**src/rtl/rgb_pwm_driver_if.sv**
```systemverilog
// rgb_pwm_driver_if -- bundles the brightness selects coming from the
// mode-select stage together with the PWM, duty and status outputs of
// rgb_pwm_driver. The master side supplies the selects and observes the
// outputs; the slave side is the driver itself.
interface rgb_pwm_driver_if #(
   parameter int PWM_BITS = 8
);
   // per-channel level selects, 0..4 valid, 5..7 treated as 4
   logic [2:0]          sel_r;
   logic [2:0]          sel_g;
   logic [2:0]          sel_b;
   // active-high PWM outputs to the LED pins
   logic                led_r;
   logic                led_g;
   logic                led_b;
   // current duty per channel, observation only
   logic [PWM_BITS-1:0] duty_r;
   logic [PWM_BITS-1:0] duty_g;
   logic [PWM_BITS-1:0] duty_b;
   // one-clk pulse at each PWM period boundary
   logic                period_start;
   // high while any duty has not yet reached its target
   logic                busy;

   modport master (
      output sel_r, sel_g, sel_b,
      input  led_r, led_g, led_b,
      input  duty_r, duty_g, duty_b,
      input  period_start, busy
   );

   modport slave (
      input  sel_r, sel_g, sel_b,
      output led_r, led_g, led_b,
      output duty_r, duty_g, duty_b,
      output period_start, busy
   );
endinterface

```
**src/rtl/rgb_pwm_driver.sv**
```systemverilog
// rgb_pwm_driver -- maps three 3-bit brightness selects to target duties,
// ramps each active duty toward its target by at most RAMP_STEP once per
// PWM period, and drives three glitch-free registered PWM outputs.
// Duty, target sampling and busy all change only on the period boundary
// (the clk edge on which pwm_cnt wraps to 0).
//
// Build option: define RGB_PWM_GAMMA_EN to replace the linear level map
// with a perceptual gamma table (0/8/32/96/255 scaled to PWM_BITS).
// The interface instance must be built with the same PWM_BITS.
module rgb_pwm_driver #(
   parameter int PRE_DIV   = 50,  // clk cycles per PWM tick, >= 1
   parameter int PWM_BITS  = 8,   // PWM counter width, 3..12
   parameter int RAMP_STEP = 8    // max duty change per period, >= 1
) (
   input logic             clk,
   input logic             rst_n,
   rgb_pwm_driver_if.slave bus
);

   localparam int NUM_CH = 3;
   localparam int MAX_I  = (1 << PWM_BITS) - 1;
   localparam int Q_I    = 1 << (PWM_BITS - 2);
   localparam int PRE_W  = (PRE_DIV > 1) ? $clog2(PRE_DIV) : 1;

   localparam logic [PWM_BITS-1:0] MAX = PWM_BITS'(MAX_I);

   // A step wider than full scale behaves exactly like a full-scale step.
   localparam int              STEP_I = (RAMP_STEP > MAX_I) ? MAX_I : RAMP_STEP;
   localparam logic [PWM_BITS:0] STEP = (PWM_BITS + 1)'(STEP_I);

   localparam logic [PRE_W-1:0] PRE_LAST = PRE_W'(PRE_DIV - 1);

`ifdef RGB_PWM_GAMMA_EN
   // Gamma table is defined for 8 bits; rescale to the counter width.
   localparam int G_SHL = (PWM_BITS >= 8) ? (PWM_BITS - 8) : 0;
   localparam int G_SHR = (PWM_BITS < 8)  ? (8 - PWM_BITS) : 0;
   localparam logic [PWM_BITS-1:0] LVL1 = PWM_BITS'((8  << G_SHL) >> G_SHR);
   localparam logic [PWM_BITS-1:0] LVL2 = PWM_BITS'((32 << G_SHL) >> G_SHR);
   localparam logic [PWM_BITS-1:0] LVL3 = PWM_BITS'((96 << G_SHL) >> G_SHR);
`else
   localparam logic [PWM_BITS-1:0] LVL1 = PWM_BITS'(Q_I);
   localparam logic [PWM_BITS-1:0] LVL2 = PWM_BITS'(2 * Q_I);
   localparam logic [PWM_BITS-1:0] LVL3 = PWM_BITS'(3 * Q_I);
`endif

   // Select-to-duty map; every select at or above 4 is full scale.
   function automatic logic [PWM_BITS-1:0] level(input logic [2:0] sel);
      case (sel)
         3'd0:    return '0;
         3'd1:    return LVL1;
         3'd2:    return LVL2;
         3'd3:    return LVL3;
         default: return MAX;
      endcase
   endfunction

   // One ramp step toward the target, computed one bit wider so the
   // intermediate sum/difference can neither wrap nor overshoot.
   function automatic logic [PWM_BITS-1:0] ramp(input logic [PWM_BITS-1:0] duty,
                                                input logic [PWM_BITS-1:0] tgt);
      logic [PWM_BITS:0] d;
      logic [PWM_BITS:0] t;
      logic [PWM_BITS:0] r;
      d = {1'b0, duty};
      t = {1'b0, tgt};
      if (d < t)
         r = ((t - d) > STEP) ? (d + STEP) : t;
      else if (d > t)
         r = ((d - t) > STEP) ? (d - STEP) : t;
      else
         r = d;
      return r[PWM_BITS-1:0];
   endfunction

   logic [PRE_W-1:0]    pre_cnt;
   logic [PWM_BITS-1:0] pwm_cnt;
   logic                period_start_q;
   logic                busy_q;
   logic [PWM_BITS-1:0] duty_q     [NUM_CH];
   logic                led_q      [NUM_CH];

   logic [2:0]          sel_v      [NUM_CH];
   logic [PWM_BITS-1:0] target_nxt [NUM_CH];
   logic [PWM_BITS-1:0] duty_nxt   [NUM_CH];
   logic                led_nxt    [NUM_CH];
   logic                busy_nxt;
   logic                tick;
   logic                boundary;

   assign sel_v[0] = bus.sel_r;
   assign sel_v[1] = bus.sel_g;
   assign sel_v[2] = bus.sel_b;

   assign tick     = (pre_cnt == PRE_LAST);
   assign boundary = tick && (pwm_cnt == MAX);

   // Per-channel target, next duty, busy flag and PWM compare.
   // NOTE: every signal written here gets a default first, so no path can
   // leave it unassigned and infer a latch.
   always_comb begin
      busy_nxt = 1'b0;
      for (int c = 0; c < NUM_CH; c++) begin
         target_nxt[c] = level(sel_v[c]);
         duty_nxt[c]   = ramp(duty_q[c], target_nxt[c]);
         busy_nxt      = busy_nxt | (duty_nxt[c] != target_nxt[c]);
         // Extremes are forced so duty 0 and MAX never produce a 1-tick sliver.
         if (duty_q[c] == MAX)
            led_nxt[c] = 1'b1;
         else if (duty_q[c] == '0)
            led_nxt[c] = 1'b0;
         else
            led_nxt[c] = (pwm_cnt < duty_q[c]);
      end
   end

   // Prescaler, PWM counter and the registered period-boundary pulse.
   // NOTE: sequential state uses non-blocking assignments so every register
   // samples the pre-edge values regardless of statement order.
   always_ff @(posedge clk or negedge rst_n) begin
      if (!rst_n) begin
         pre_cnt        <= '0;
         pwm_cnt        <= '0;
         period_start_q <= 1'b0;
      end else begin
         period_start_q <= boundary;
         if (tick) begin
            pre_cnt <= '0;
            pwm_cnt <= pwm_cnt + 1'b1;
         end else begin
            pre_cnt <= pre_cnt + 1'b1;
         end
      end
   end

   // Duty ramp and busy update, applied only on the period boundary.
   always_ff @(posedge clk or negedge rst_n) begin
      if (!rst_n) begin
         busy_q <= 1'b0;
         for (int c = 0; c < NUM_CH; c++) duty_q[c] <= '0;
      end else if (boundary) begin
         busy_q <= busy_nxt;
         for (int c = 0; c < NUM_CH; c++) duty_q[c] <= duty_nxt[c];
      end
   end

   // Registered PWM outputs, one clk behind the counter and duty.
   always_ff @(posedge clk or negedge rst_n) begin
      if (!rst_n) begin
         for (int c = 0; c < NUM_CH; c++) led_q[c] <= 1'b0;
      end else begin
         for (int c = 0; c < NUM_CH; c++) led_q[c] <= led_nxt[c];
      end
   end

   assign bus.duty_r       = duty_q[0];
   assign bus.duty_g       = duty_q[1];
   assign bus.duty_b       = duty_q[2];
   assign bus.led_r        = led_q[0];
   assign bus.led_g        = led_q[1];
   assign bus.led_b        = led_q[2];
   assign bus.period_start = period_start_q;
   assign bus.busy         = busy_q;

endmodule

```
**src/flat_wrapper.sv**
```systemverilog
// flat-port wrapper written by rule: the top's interface ports become plain ports
module rgb_pwm_driver_flat 
#(
   parameter int PRE_DIV   = 50,                                  
   parameter int PWM_BITS  = 8,                              
   parameter int RAMP_STEP = 8                                       
)
  (clk, rst_n, bus_sel_r, bus_sel_g, bus_sel_b, bus_led_r, bus_led_g, bus_led_b, bus_duty_r, bus_duty_g, bus_duty_b, bus_period_start, bus_busy);
  rgb_pwm_driver_if #(.PWM_BITS(PWM_BITS)) bus_i ();
  input logic clk;
  input logic rst_n;
  input wire logic [$bits(bus_i.sel_r)-1:0] bus_sel_r;
  input wire logic [$bits(bus_i.sel_g)-1:0] bus_sel_g;
  input wire logic [$bits(bus_i.sel_b)-1:0] bus_sel_b;
  output wire logic [$bits(bus_i.led_r)-1:0] bus_led_r;
  output wire logic [$bits(bus_i.led_g)-1:0] bus_led_g;
  output wire logic [$bits(bus_i.led_b)-1:0] bus_led_b;
  output wire logic [$bits(bus_i.duty_r)-1:0] bus_duty_r;
  output wire logic [$bits(bus_i.duty_g)-1:0] bus_duty_g;
  output wire logic [$bits(bus_i.duty_b)-1:0] bus_duty_b;
  output wire logic [$bits(bus_i.period_start)-1:0] bus_period_start;
  output wire logic [$bits(bus_i.busy)-1:0] bus_busy;
  assign bus_i.sel_r = bus_sel_r;
  assign bus_i.sel_g = bus_sel_g;
  assign bus_i.sel_b = bus_sel_b;
  assign bus_led_r = bus_i.led_r;
  assign bus_led_g = bus_i.led_g;
  assign bus_led_b = bus_i.led_b;
  assign bus_duty_r = bus_i.duty_r;
  assign bus_duty_g = bus_i.duty_g;
  assign bus_duty_b = bus_i.duty_b;
  assign bus_period_start = bus_i.period_start;
  assign bus_busy = bus_i.busy;
  rgb_pwm_driver #(.PRE_DIV(PRE_DIV), .PWM_BITS(PWM_BITS), .RAMP_STEP(RAMP_STEP)) u_core (.clk(clk), .rst_n(rst_n), .bus(bus_i));
endmodule
```
**config.mk**
```make
export PLATFORM = sky130hd
export DESIGN_NAME = rgb_pwm_driver_flat
export DESIGN_NICKNAME = d
export VERILOG_FILES = /design/src/rtl/rgb_pwm_driver_if.sv /design/src/rtl/rgb_pwm_driver.sv /design/src/flat_wrapper.sv
export SDC_FILE = /design/constraint.sdc
export NUM_CORES = 1
export LEC_CHECK = 0
export ABC_AREA = 0
export CAP_MARGIN = 15
export CORE_MARGIN = 4
export CORE_UTILIZATION = 40
export DETAILED_ROUTE_END_ITERATION = 7
export PLACE_DENSITY = 0.64
export SLEW_MARGIN = 20
export SYNTH_ARGS = -nofsm -noshare
export SYNTH_HDL_FRONTEND = slang
export SYNTH_SLANG_ARGS = --single-unit
```
**constraint.sdc**
```tcl
create_clock -name clk -period 3.65 [get_ports clk]
set_input_delay 0.9125 -clock clk [delete_from_list [all_inputs] [get_ports clk]]
set_output_delay 0.9125 -clock clk [all_outputs]
set_load 0.05 [all_outputs]
```
==> flow_summary_export.csv, run 1 <==
group,metric,value,unit
floorplanning,die_area,16200,µm²
worst_setup_path,crit_path_start_kind,"input port",
timing,whs,0.516,ns
timing,slew_headroom,0.654,
yosys,yosysWarnings,0,
place,pre_cts_ws,-1.14,ns
grt,overflow,0,
timing,setup_slack,-0.288,ns
floorplanning,coreArea,13900,µm²
layout,area_delta_synth_final,46.2,%
worst_hold_path,hold_path_end,"u_core.pre_cnt[3]$_DFF_PN0_",
yosys,synth_area_leaders,"dfrtp_1 (19%), ha_1 (17%), o21ai_0 (5.3%)",
drt,drc_errors,0,
worst_setup_path,crit_chain,"buf_12 > or2_4 > ha_4 > inv_4 > buf_4 > a211o_1 > o21ai_2 > o311a_4 > o2111ai_4 > a32o_1 > or4_4 > or4_4 > a2111oi_4 > a31oi_1",
layout,final_area,8310,µm²
layout,n_fill_cell,1199,
job,max-cap-violations,0,
power,powerDensity,170,nW/µm²
layout,drive_gt1_frac,0.334,
clocking,clock_path_buffers,2,
clocking,ctsHoldBuffers,0,
place,dp_hpwl,14.2,mm
timing,worst_slew_pin_slew,0.518,ns
worst_setup_path,timing.critical_path.slowest_stage_cell,"or4_4",
layout,seqCellArea,1080,µm²
power,p_int,965,µW
timing,setup_total_negative_slack,-0.288,ns
power,swShare,0.319,
status,violations,"negative setup slack",
grt,grt_pass1_wl,30.4,mm
timing,drv_slew,0,
clocking,cts.htree.levels,2,
timing,hold_violations,0,
grt,antenna_found_initial,0,
yosys,async_reset_ff_frac,1.00,
yosys,seq_area_frac_synth,0.189,
worst_setup_path,cpMostUsedCell,"or4_4",
clocking,cts_buffers,5,
worst_setup_path,reg2reg_to,"u_core.bus.busy$_DFFE_PN0P_",
layout,finish.utilization,0.599,
timing,period_needed,3.94,ns
worst_setup_path,cp_num_buf_inv,3,
drt,via_per_inst,5.62,
place,gp_congestion,0.953,
drt,vias,6285,
yosys,synth_area,5690,µm²
worst_setup_path,endpoint_kind,"flop",
clocking,insertion_delay,0.30,ns
yosys,syn_area_per_cell,7.87,µm²
timing,timing.fmax,0.254,GHz
yosys,synth_seq_cells,43,
worst_setup_path,r2r-start,"u_core.bus.duty_b[0]$_DFFE_PN0P_",
clocking,cts-root-buf,"clkbuf_16",
power,pwr-share-comb,0.333,
yosys,synth_top_area_cell,"dfrtp_1",
power,p_seq_frac,0.337,
drt,routedWlPerCell,16.4,µm
clocking,clock_sinks,43,
yosys,synth_edf_count,0,
timing,clock_skew,0.00704,ns
place,io_buffers,39,
drt,finalWirelength,18.3,mm
yosys,ys_types,82,
grt,track_usage,0.224,
power,leakage,3.87,nW
worst_setup_path,path_class,"in2reg",
drt,ant_nets,0,
worst_setup_path,arrival,4.11,ns
clocking,cts_tree,"built",
worst_setup_path,worstPathRequired,3.82,ns
yosys,synthesis.nets,815,
layout,num_antenna_cells,0,
worst_setup_path,critPathMaxFanout,8,
layout,nNetsFinal,1029,
worst_setup_path,reg2reg_slack,0,ns
yosys,yosysMostFrequentCell,"ha_1",
yosys,synthFlopType,"dfrtp_1",
drt,drtPass1Iterations,7,
yosys,syn_inst,723,
clocking,clkTransAtPathRegs,0.07,ns
yosys,synth_common_cells,"ha_1 (78), nand2_1 (66), o21ai_0 (60)",
place,placed_area,7570,µm²
floorplanning,start_util,0.410,
timing,period_share,1.08,
worst_hold_path,holdPathStages,1,
layout,multi_input_area,4780,µm²
grt,grt_start_max_net_pins,26,
floorplanning,rows,43,
floorplanning,io_pins,40,
yosys,yosysTopAreaCellShare,0.189,
timing,rsz0062_at_grt,"true",
floorplanning,fp.dieW,127,µm
power,ir_drop,0.154,mV
drt,drt_iter0_markers,480,
worst_setup_path,critPathTopFamily,"compound AO/OA/AOI/OAI gates",
power,p_sw,451,µW
status,outcome,"complete, but fails checks",
worst_hold_path,hp-class,"reg2reg",
power,clkPwrFrac,0.331,
timing,setup-violations-final,1,
floorplanning,fp.dieH,127,µm
worst_hold_path,worstHoldStart,"u_core.pre_cnt[3]$_DFF_PN0_",
grt,grt_pass1_vias,6322,
worst_setup_path,rr_worst_depth,14,
worst_setup_path,crit_path_max_incr_delay,0.51,ns
## sequential cells by signal, summed over array words and instances, names as in the netlist
register	flops
u_core.bus.busy	1
u_core.bus.duty_b	8
u_core.bus.duty_g	8
u_core.bus.duty_r	8
u_core.bus.led_b	1
u_core.bus.led_g	1
u_core.bus.led_r	1
u_core.bus.period_start	1
u_core.pre_cnt	6
u_core.pwm_cnt	8
## stage by stage
step                cells  total power [mW]
floorplan             723             0.704
global placement     1091             0.878
detailed placement   1091             0.884
CTS                  1111              1.38
global route         1118              1.49
finish               1118              1.42
## cell usage in the layout (no fill, tap or decap), drive strengths merged, types with 11 or more instances in the layout
master and n:
nand3 27, ha 78, clkdlybuf4s50 31, nor3 26, inv 48, a21oi 41
nand2 66, o21ai 61, xnor2 21, dfrtp 43, and3 13, nand4 11
nor2 48, buf 198, nand2b 15, nor2b 14, mux2i 11
## logic make-up (layout without fill, tap and decap cells)
family                   count (synthesis)  count (layout)  synth area share
multiplexers                            14              14            0.0253
flip-flops                              43              43             0.189
adder cells (fa/ha/maj)                 82              82             0.184
buffers and inverters                   76             291            0.0519
AND/OR/NAND/NOR                        264             264             0.242
AO/OA/AOI/OAI                          214             214             0.262
XOR/XNOR                                30              30            0.0462
## how the worst max path moves through the flow
| stage | startpoint | endpoint | depth (start not counted) | slack [ns] |
|---|---|---|---|---|
| final | bus_sel_b[2] | u_core.bus.busy$_DFFE_PN0P_ | 14 | -0.29 |
| after global routing | bus_sel_b[2] | u_core.bus.busy$_DFFE_PN0P_ | 16 | -0.42 |
| after CTS | bus_sel_b[2] | u_core.bus.busy$_DFFE_PN0P_ | 14 | -0.55 |
| after detailed placement | bus_sel_b[2] | u_core.bus.busy$_DFFE_PN0P_ | 15 | -1.14 |
| after global placement | bus_sel_b[2] | u_core.bus.busy$_DFFE_PN0P_ | 15 | -1.10 |
| after floorplan | bus_sel_b[2] | u_core.bus.busy$_DFFE_PN0P_ | 14 | -0.64 |
## worst register-to-register path: cells and delay by family (launching register included)
| kind | cells | cell delay (ns) |
|---|---|---|
| compound gates | 5 | 1.15 |
| simple gates | 4 | 0.93 |
| fa+ha+maj | 2 | 0.59 |
| flops | 1 | 0.45 |
| buf+inv | 2 | 0.25 |
| xor+xnor | 1 | 0.15 |
## layout make-up
type / count / share of cell area
Clock buffer: 5 / 0.0151
Clock inverter: 3 / 0.00301
Inverter: 48 / 0.0232
Multi-Input combinational cell: 604 / 0.575
Sequential cell: 43 / 0.129
Tap cell: 180 / 0.0271
Timing Repair Buffer: 235 / 0.227
## power groups by stage
stage	clock network (mW)	logic (mW)	registers (mW)
floorplan	0	0.218	0.486
global placement	0	0.393	0.486
detailed placement	0	0.398	0.486
CTS	0.477	0.422	0.476
global route	0.501	0.512	0.476
finish	0.468	0.471	0.476
## metal layers
layer	global-route usage	routed length (µm)
met5	0	0
met4	0.0694	538
met3	0.0301	642
met2	0.384	8980
met1	0.292	8130
## timing repair
action	in CTS	in global routing
endpoints found under the setup margin	21	17
setup buffers	12	8
gates cloned	0	0
pin swaps	23	40
resized for setup	48	79
(Power assumes the default switching activity.)
==> inputs of run 2 (changes only) <==
--- a/config.mk
+++ b/config.mk
@@ -9,6 +9,7 @@
 export CAP_MARGIN = 15
 export CORE_MARGIN = 4
 export CORE_UTILIZATION = 40
+export CTS_CLUSTER_DIAMETER = 40
 export DETAILED_ROUTE_END_ITERATION = 7
 export PLACE_DENSITY = 0.64
 export SLEW_MARGIN = 20
==> results of run 2 <==
No change in the layout: final DEF, timing and power equal those of run 1.
